===== config.mk =====
export PLATFORM = sky130hd
export DESIGN_NAME = writeback_stage
export DESIGN_NICKNAME = d
export VERILOG_FILES = /design/src/rtl/writeback_stage.sv
export SDC_FILE = /design/constraint.sdc
export NUM_CORES = 1
export LEC_CHECK = 0
export ABC_CLOCK_PERIOD_IN_PS = 3200
export BUFFER_PORTS_ARGS = -buffer_cell sky130_fd_sc_hd__buf_2
export CORE_MARGIN = 1.5
export CORE_UTILIZATION = 53
export DETAILED_ROUTE_END_ITERATION = 8
export PLACE_DENSITY = 0.95
export SLEW_MARGIN = 20
export SYNTH_ARGS = -nofsm -noshare
export SYNTH_HDL_FRONTEND = slang
export SYNTH_SLANG_ARGS = --single-unit

===== constraint.sdc =====
create_clock -name clk -period 3.2 [get_ports clk]
set_input_delay 0.64 -clock clk [delete_from_list [all_inputs] [get_ports clk]]
set_output_delay 0.64 -clock clk [all_outputs]
set_load 0.005 [all_outputs]

===== src/rtl/writeback_stage.sv =====
// MEM/WB pipeline register and writeback formatter.
// Drives the register-file write port, a forwarding copy and a retire counter.
module writeback_stage #(
    parameter int DATA_W   = 32,
    parameter int RETIRE_W = 32
) (
    input  logic                clk,
    input  logic                reset_n,
    input  logic                in_valid,
    input  logic                in_reg_write,
    input  logic                in_mem_to_reg,
    input  logic [4:0]          in_wb_addr,
    input  logic [DATA_W-1:0]   in_alu_result,
    input  logic [DATA_W-1:0]   in_load_data,
    input  logic [1:0]          in_load_size,
    input  logic                in_load_signed,
    input  logic                stall,
    input  logic                flush,
    output logic                reg_write_en,
    output logic [4:0]          write_addr,
    output logic [DATA_W-1:0]   write_data,
    output logic                fwd_valid,
    output logic                misalign_err,
    output logic [RETIRE_W-1:0] retire_count
);

    logic                valid_q, valid_d;
    logic                rw_q, rw_d;
    logic [4:0]          addr_q, addr_d;
    logic [DATA_W-1:0]   data_q, data_d;
    logic                mis_q, mis_d;
    logic [RETIRE_W-1:0] cnt_q, cnt_d;

    logic [1:0]  off;
    logic [7:0]  ld_byte;
    logic [15:0] ld_half;
    logic [31:0] ld_fmt;
    logic        misaligned;
    logic        take;
    logic        mis_cap;

    always_comb begin
        off     = in_alu_result[1:0];
        ld_byte = 8'h00;
        unique case (off)
            2'd0: ld_byte = in_load_data[7:0];
            2'd1: ld_byte = in_load_data[15:8];
            2'd2: ld_byte = in_load_data[23:16];
            2'd3: ld_byte = in_load_data[31:24];
        endcase
        ld_half = off[1] ? in_load_data[31:16] : in_load_data[15:0];
        unique case (in_load_size)
            2'b00:   ld_fmt = {{24{in_load_signed & ld_byte[7]}}, ld_byte};
            2'b01:   ld_fmt = {{16{in_load_signed & ld_half[15]}}, ld_half};
            default: ld_fmt = in_load_data;
        endcase
        misaligned = (in_load_size == 2'b11)
                   | ((in_load_size == 2'b01) & off[0])
                   | ((in_load_size == 2'b10) & (off != 2'b00));
    end

    assign take    = in_valid & ~flush;
    assign mis_cap = take & in_mem_to_reg & misaligned;

    always_comb begin
        valid_d = valid_q;
        rw_d    = rw_q;
        addr_d  = addr_q;
        data_d  = data_q;
        mis_d   = 1'b0;
        cnt_d   = cnt_q;
        if (!stall) begin
            valid_d = take;
            // A misaligned load retires but must never reach the register file
            rw_d    = in_reg_write & ~mis_cap;
            addr_d  = in_wb_addr;
            data_d  = in_mem_to_reg ? ld_fmt : in_alu_result;
            mis_d   = mis_cap;
            if (take) begin
                cnt_d = cnt_q + RETIRE_W'(1);
            end
        end
    end

    always_ff @(posedge clk or negedge reset_n) begin
        if (!reset_n) begin
            valid_q <= 1'b0;
            rw_q    <= 1'b0;
            addr_q  <= 5'd0;
            data_q  <= '0;
            mis_q   <= 1'b0;
            cnt_q   <= '0;
        end else begin
            valid_q <= valid_d;
            rw_q    <= rw_d;
            addr_q  <= addr_d;
            data_q  <= data_d;
            mis_q   <= mis_d;
            cnt_q   <= cnt_d;
        end
    end

    assign fwd_valid    = valid_q & rw_q & (addr_q != 5'd0);
    assign reg_write_en = fwd_valid & ~stall;
    assign write_addr   = addr_q;
    assign write_data   = data_q;
    assign misalign_err = mis_q;
    assign retire_count = cnt_q;

endmodule


== After elaboration in Yosys (flattened, before gate mapping) ==
Index checks and enable logic that the tools add are counted.
Word-level totals
  word-level logic and storage cells: 39
  register bits: 72
  output and inout bits: 72
  input port bits: 79
Cells by class
  eq/ne operators: 6
  mux-type cells: 5
  reduce and logical (&&, ||, !) cells: 5
  bitwise gates (word level): 16
  $add $sub $neg: 1
Operator list (count)
  $pmux 32 s2: 1
  $add 32x1->32 const B: 1
  $mux 32: 1
  $pmux 8 s4: 1
  $mux 16: 1
  $and 1x1->1: 11
  $eq 2x2->1 const B: 4
  $reduce_bool 5->1: 1
  $eq 2x1->1 const B: 2
  $logic_not 2->1: 2
  $not 1->1: 3
  $or 1x1->1: 2
  $reduce_and 2->1: 1
  $reduce_bool 2->1: 1
  $mux 1: 1

== Depth between registers and ports, before layout ==
Gate-level depths: netlist (run 1).
  depth after elaboration: 7
  gate-level depth with buffers: 7
  mapped depth without buffers: 6

== Worst setup path after synthesis (run 1) ==
No wires, ideal clock.
  kind: input-to-reg
  from: input stall
  to: register cnt_q[29] (netlist: retire_count[29])
  arrival: 1.818 ns
  buffers on the path: 1
  library setup time: 0.079 ns
  data required time: 3.121 ns
  slack: 1.303 ns
  stages on the path: 6
  cells stage by stage: buf_2 > nor3b_4 > and3_1 > nand2_2 > nor3_2 > xor2_1
Between the ends
  longest elaborated chain between the ends: 2
Ends and longest elaborated chain
  start: declaration: RTL line 17  | input logic stall,
  $not 1->1 (no source line)
  $reduce_and 2->1 (no source line)
  end signal: assignment: RTL line 99  | cnt_q <= cnt_d;
  end: declaration: RTL line 32  | logic [RETIRE_W-1:0] cnt_q, cnt_d;
Every way passes these cells.
A chain may end at the register's enable or synchronous reset.

== Worst setup path in the final report (run 1) ==
  from: register addr_q[1] (netlist: write_addr[1])
  to: output reg_write_en
Between the ends
  longest elaborated chain between the ends: 3
Ends and longest elaborated chain
  start: declaration: RTL line 29  | logic [4:0] addr_q, addr_d;
  start signal: assignment: RTL line 96  | addr_q <= addr_d;
  $reduce_bool 5->1: RTL line 103  | assign fwd_valid = valid_q & rw_q & (addr_q != 5'd0);
  $and 1x1->1: RTL line 103
  $and 1x1->1: RTL line 104  | assign reg_write_en = fwd_valid & ~stall;
  end: declaration: RTL line 19  | output logic reg_write_en,
Every way passes these cells.

==> results of run 1 <==
[cell type report]
class | instances | area (sq um)
flip-flops and latches | 72 | 1800
repair buffers | 155 | 791
clock inverters | 6 | 116
multi-input cells | 319 | 1910
clock buffers | 10 | 128
inverters | 13 | 48.8
fillers | 563 | 1990
well taps | 96 | 120
[final timing paths]
path	slack (ns)	cells after the start	startpoint	endpoint
worst max register to register	1.18	6	retire_count[0]	retire_count[26]
worst min-delay path	0.43	1	reset_n	write_data[6]
worst min register to register	0.50	2	write_data[0]	write_data[0]
max in group asynchronous	2.19	1	reset_n	write_data[31]
min in group clk	0.50	2	write_data[0]	write_data[0]
worst max-delay path	0.88	4	write_addr[1]	reg_write_en
[cell families after synthesis]
logic type | synth area share, %
fa+ha+maj | 0.325
xor+xnor | 7.05
compound gates | 16.6
simple gates | 21.8
buf+inv | 3.67
flops | 46.8
mux | 3.77
[state kept, by name, summed over array words and instances, names as in the netlist]
| signal | count |
|---|---|
| retire_count | 32 |
| write_data | 32 |
| write_addr | 5 |
| misalign_err | 1 |
| rw_q | 1 |
| valid_q | 1 |
[power by group through the flow]
| stage | clock (W) | combinational, W | sequential (W) |
|---|---|---|---|
| floorplan | 0 | 0.000195 | 0.00108 |
| detailed placement | 0 | 0.000413 | 0.00108 |
| global placement | 0 | 0.000395 | 0.00107 |
| finish | 0.000878 | 0.000413 | 0.00107 |
| CTS | 0.000891 | 0.000414 | 0.00106 |
| global route | 0.000926 | 0.000461 | 0.00108 |
[cells in the mapped netlist, types with 4 or more instances]
| cell type | number |
|---|---|
| o21ai_0 | 6 |
| nor3b_1 | 5 |
| nor2b_1 | 6 |
| mux2_1 | 4 |
| nor3_2 | 5 |
| o31a_1 | 5 |
| a21o_1 | 4 |
| nor2_1 | 64 |
| xor2_1 | 8 |
| clkbuf_1 | 16 |
| o22ai_1 | 4 |
| o21ai_1 | 7 |
| a21oi_1 | 60 |
| nand2_1 | 45 |
| o211ai_1 | 5 |
| buf_1 | 4 |
| xnor2_1 | 23 |
| inv_1 | 12 |
| a22oi_1 | 7 |
| nand3_1 | 12 |
| dfrtp_1 | 72 |
| nand4_1 | 9 |
| mux2_2 | 6 |
[per-stage QoR]
| stage | std cells | util [%] | hold slack, ns | cell area, sq um | setup slack, ns |
|---|---|---|---|---|---|
| floorplan | 427 | - | 0.344 | 3850 | 1.30 |
| global placement | 655 | 67.6 | 0.452 | 4670 | 0.835 |
| detailed placement | 655 | 67.6 | 0.478 | 4670 | 0.610 |
| CTS | 671 | 71.1 | 0.457 | 4910 | 0.856 |
| global route | 671 | 71.1 | 0.506 | 4910 | 0.809 |
| finish | 671 | 71.1 | 0.433 | 4910 | 0.879 |
[critical path, delay by kind of cell, from the launching register on]
family	cells	cell delay, ns
and+or+nand+nor	2	0.52
DFF	1	0.39
AOI/OAI and AO/OA	1	0.31
buffers and inverters	1	0.14
[metal layers]
layer  routed length (microns)  vias to the layer above  global-route usage [%]
li1                          -                     1776                       -
met1                      4520                     1794                    36.9
met2                      5340                      158                    47.3
met3                       686                       25                    6.81
met4                       268                        0                    10.8
met5                         0                        -                       0
[layout by cell type, fill, tap and decap left out, types with 7 or more instances in the layout]
master and instances:
dfrtp_1 72, nor2_1 64, xor2_1 8, a22oi_1 7, nand3_1 12, xnor2_1 23
nand4_1 9, a21oi_1 60, clkbuf_8 9, nand2_1 45, buf_2 149, o21ai_1 7
inv_1 12
==> flow_summary.toml, run 1 <==
[clock_network]
clockRootBuffer = "clkbuf_8"
clock_sinks = 72
htree_levels = 3
clk-insertion-delay-late_ns = 0.34
cts_buffer_depth = 2
cts_tree = "done"
hold_buffers = 0
cts_resized = 0
clkTransAtPathRegs_ns = 0.07
cts_buffers = 9
cts_setup_buffers = 0

[power]
swShare_pct = 27.6
pwr-share-clk_pct = 37.3
power_w = 0.00236
p_leak_nw = 2.41
p_sw_w = 0.000650
power_frac_comb_pct = 17.5
seq_power_share_pct = 45.2
peakVddDrop_mv = 0.345
power.density_nw_per_um2 = 479
p_int_w = 0.00171

[detailed_routing]
drt-initial-drc-count = 247
vias_per_cell = 5.59
drt-pass1-iter-count = 6
vias = 3753
drc = 0
ant_nets = 0
wirelength_microns = 10800
wire_per_inst_microns = 16.1

[worst_setup_path]
critPathMaxStageDelay_ns = 0.39
crit_path_start_kind = "register"
crit_chain = "or3_1, o311a_1, nor2b_1, buf_2"
arrival_ns = 1.68
required_ns = 2.56
cp_max_fo = 3
criticalPathCategory = "reg2out"
end_kind = "output port"
cpMaxStageDelayCell = "dfrtp_1"

[yosys]
synth_cell_types = 54
synth-edff-count = 0
yosysWarnings = 0
yosys-top-cells-area = "dfrtp_1 (47%), a21oi_1 (7.8%), nor2_1 (6.2%)"
synth_fp_nets = 507
avgSynthCellArea_sq_um = 9.02
yosysSeqAreaShare_pct = 46.8
synth_top_area_cell = "dfrtp_1"
synthArstFlopShare_pct = 100
synthCells = 427
synth_top_area_share_pct = 46.8
syn_area_sq_um = 3850
ys_ff_latch = 72
synth_ff_type = "dfrtp_1"

[floorplanning]
coreArea_sq_um = 6910
dieWidth_microns = 88.2
dieArea_sq_um = 7790
die_y_microns = 88.2
initial_core_util_pct = 55.8
io_pins = 151
std_cell_rows = 30

[timing]
fmax_ghz = 0.431
worst_slew_pin_slew_ns = 0.906
fin_tns_setup_ns = 0
rsz0062_at_grt = "no"
hold_violations = 0
max_slew_margin_pct = 39.6
slew_violations = 0
period_minus_slack_ns = 2.32
setup_viol = 0
fin_crit_sh_pct = 72.5
skew_ns = 0.00962

[grt]
grt_pass1_vias = 3631
grt_pass1_wl_microns = 17100
antenna_found_initial = 0
grt_max_degree = 73
grt.total_usage_pct = 28.6
grt-ovfl-total = 0

[cells_and_area]
antenna_cells = 0
area_delta_synth_final_pct = 27.6
drive_gt1_share_pct = 33.0
final_nets = 650

[placement]
gp_congestion = 0.923
post-dp-hpwl_microns = 8140
port_buffers = 150

[flow_run]
maxCapViolCount = 0

[min_path]
min_path_type = "in2async"

[outcome]
outcome = "completed"
No activity file was read; power rests on OpenSTA's default activity.
==> run 2, diff against run 1 <==
- ABC_CLOCK_PERIOD_IN_PS: 3200 -> 2140
- CORE_UTILIZATION: 53 -> 49
- PLACE_DENSITY: 0.95 -> 0.91
- clock period: 3.2 -> 2.14 ns (I/O delays scaled with it)
==> run 2 against run 1 <==
Worst setup slack got worse by 0.81 ns. Register-to-register slack got worse by 0.84 ns. Critical path type unchanged. Combinational power increased by 54%. Design area increased by 1.5%.
==> flow_summary.toml, run 2 (synthesized netlist as in run 1, its figures left out) <==
[floorplanning]
dieArea_sq_um = 8400
coreArea_sq_um = 7650
initial_core_util_pct = 50.4
dieWidth_microns = 91.7
io_pins = 151
std_cell_rows = 32
die_y_microns = 91.7

[detailed_routing]
wirelength_microns = 10600
drt-initial-drc-count = 229
ant_nets = 0
vias = 3714
drt-pass1-iter-count = 5
vias_per_cell = 5.42
wire_per_inst_microns = 15.5
drc = 0

[min_path]
min_path_type = "in2async"

[timing]
skew_ns = 0.0132
slew_violations = 0
setup_viol = 0
max_slew_margin_pct = 71.4
whs_ns = 0.0170
fmax_ghz = 0.482
period_minus_slack_ns = 2.08
fin_crit_sh_pct = 97.0
hold_violations = 0
worst_slew_pin_slew_ns = 0.418
fin_tns_setup_ns = 0

[clock_network]
cts_buffers = 9
cts_setup_buffers = 0
cts_resized = 0
clk-insertion-delay-late_ns = 0.35
cts_tree = "done"
clock_sinks = 72
cts_buffer_depth = 2
htree_levels = 3
hold_buffers = 0
clockRootBuffer = "clkbuf_8"
clkTransAtPathRegs_ns = 0.08

[worst_setup_path]
cp_max_fo = 2
arrival_ns = 1.65
criticalPathCategory = "reg2out"
crit_chain = "or3_1, o311a_1, nor2b_1, buf_2"
cp_top_family = "simple AND/OR/NAND/NOR gates"
required_ns = 1.71
critPathMaxStageDelay_ns = 0.38
path_buf_inv = 1
end_kind = "output port"
crit_path_start_kind = "register"
cpMaxStageDelayCell = "or3_1"

[power]
p_leak_nw = 2.45
power.density_nw_per_um2 = 693
power_w = 0.00345
peakVddDrop_mv = 0.562

[placement]
port_buffers = 150
post-dp-hpwl_microns = 8040
gp_congestion = 0.882

[grt]
antenna_found_initial = 0
grt_pass1_wl_microns = 17300
grt.total_usage_pct = 26.3
grt-ovfl-total = 0
grt_max_degree = 41
grt_pass1_vias = 3615

[cells_and_area]
final_common_cell = "buf_2"
drive_gt1_share_pct = 34.1
final_cell_mix = "buf_2 (149), dfrtp_1 (72), nor2_1 (64), a21oi_1 (60), nand2_1 (45)"
final_nets = 659
area_delta_synth_final_pct = 29.4
antenna_cells = 0

[flow_run]
maxCapViolCount = 0

[outcome]
outcome = "completed"
[run 2: cell types whose count changed in the layout (fill, tap and decap cells not counted), sizes merged]
| cell | change |
|---|---|
| clkbuf | +1 |
| clkinv | -2 |
| buf | +9 |
| bufinv | -1 |
| clkinvlp | +1 |
[run 2: area by class of cell]
class / count / area, sq um
Sequential cell: 72 / 1800
Clock inverter: 4 / 76.3
Clock buffer: 11 / 151
Multi-Input combinational cell: 319 / 1910
Tap cell: 102 / 128
Inverter: 13 / 48.8
Fill cell: 669 / 2660
Timing Repair Buffer: 164 / 871
[run 2: worst paths after layout]
| kind | start | to | slack [ns] | depth (start not counted) |
|---|---|---|---|---|
| setup / recovery | write_addr[1] | reg_write_en | 0.06 | 4 |
| hold / removal | reset_n | retire_count[29] | 0.02 | 1 |
| setup reg to reg | retire_count[0] | retire_count[28] | 0.34 | 6 |
| hold reg to reg | retire_count[31] | retire_count[31] | 0.48 | 1 |
| max in group asynchronous | reset_n | write_data[2] | 1.53 | 2 |
| min in group clk | in_wb_addr[0] | write_addr[0] | 0.32 | 2 |
[run 2: report_power, final]
| part | internal [W] | switching (W) | leakage [nW] |
|---|---|---|---|
| registers | 0.00148 | 0.000111 | 0.912 |
| clock network | 0.000718 | 0.000503 | 0.112 |
| logic | 0.000300 | 0.000337 | 1.43 |
| total | 0.00250 | 0.000951 | 2.45 |
[run 2: per-stage QoR]
| stage | instances | setup WS [ns] | utilization [%] | instance area [sq um] |
|---|---|---|---|---|
| floorplan | 427 | 0.455 | - | 3850 |
| global placement | 668 | 0.369 | 62.0 | 4740 |
| detailed placement | 668 | 0.316 | 62.0 | 4740 |
| CTS | 683 | 0.0171 | 65.0 | 4970 |
| global route | 685 | -0.000100 | 65.2 | 4980 |
| finish | 685 | 0.0641 | 65.2 | 4980 |
[run 2: per-layer routing]
metal | share of wire (%) | GRT usage [%] | vias up
li1 | - | - | 1791
met1 | 43 | 33.0 | 1751
met2 | 48 | 43.9 | 147
met3 | 6.8 | 5.72 | 25
met4 | 2.7 | 11.2 | 0
met5 | 0 | 0 | -
[run 2: worst reg2reg max path, stage by stage (launching register included)]
cell	delay, ns
dfrtp_1	0.42
ha_1	0.23
nand4bb_1	0.23
nor4_4	0.26
and4_4	0.29
nand3_1	0.10
xnor2_1	0.15
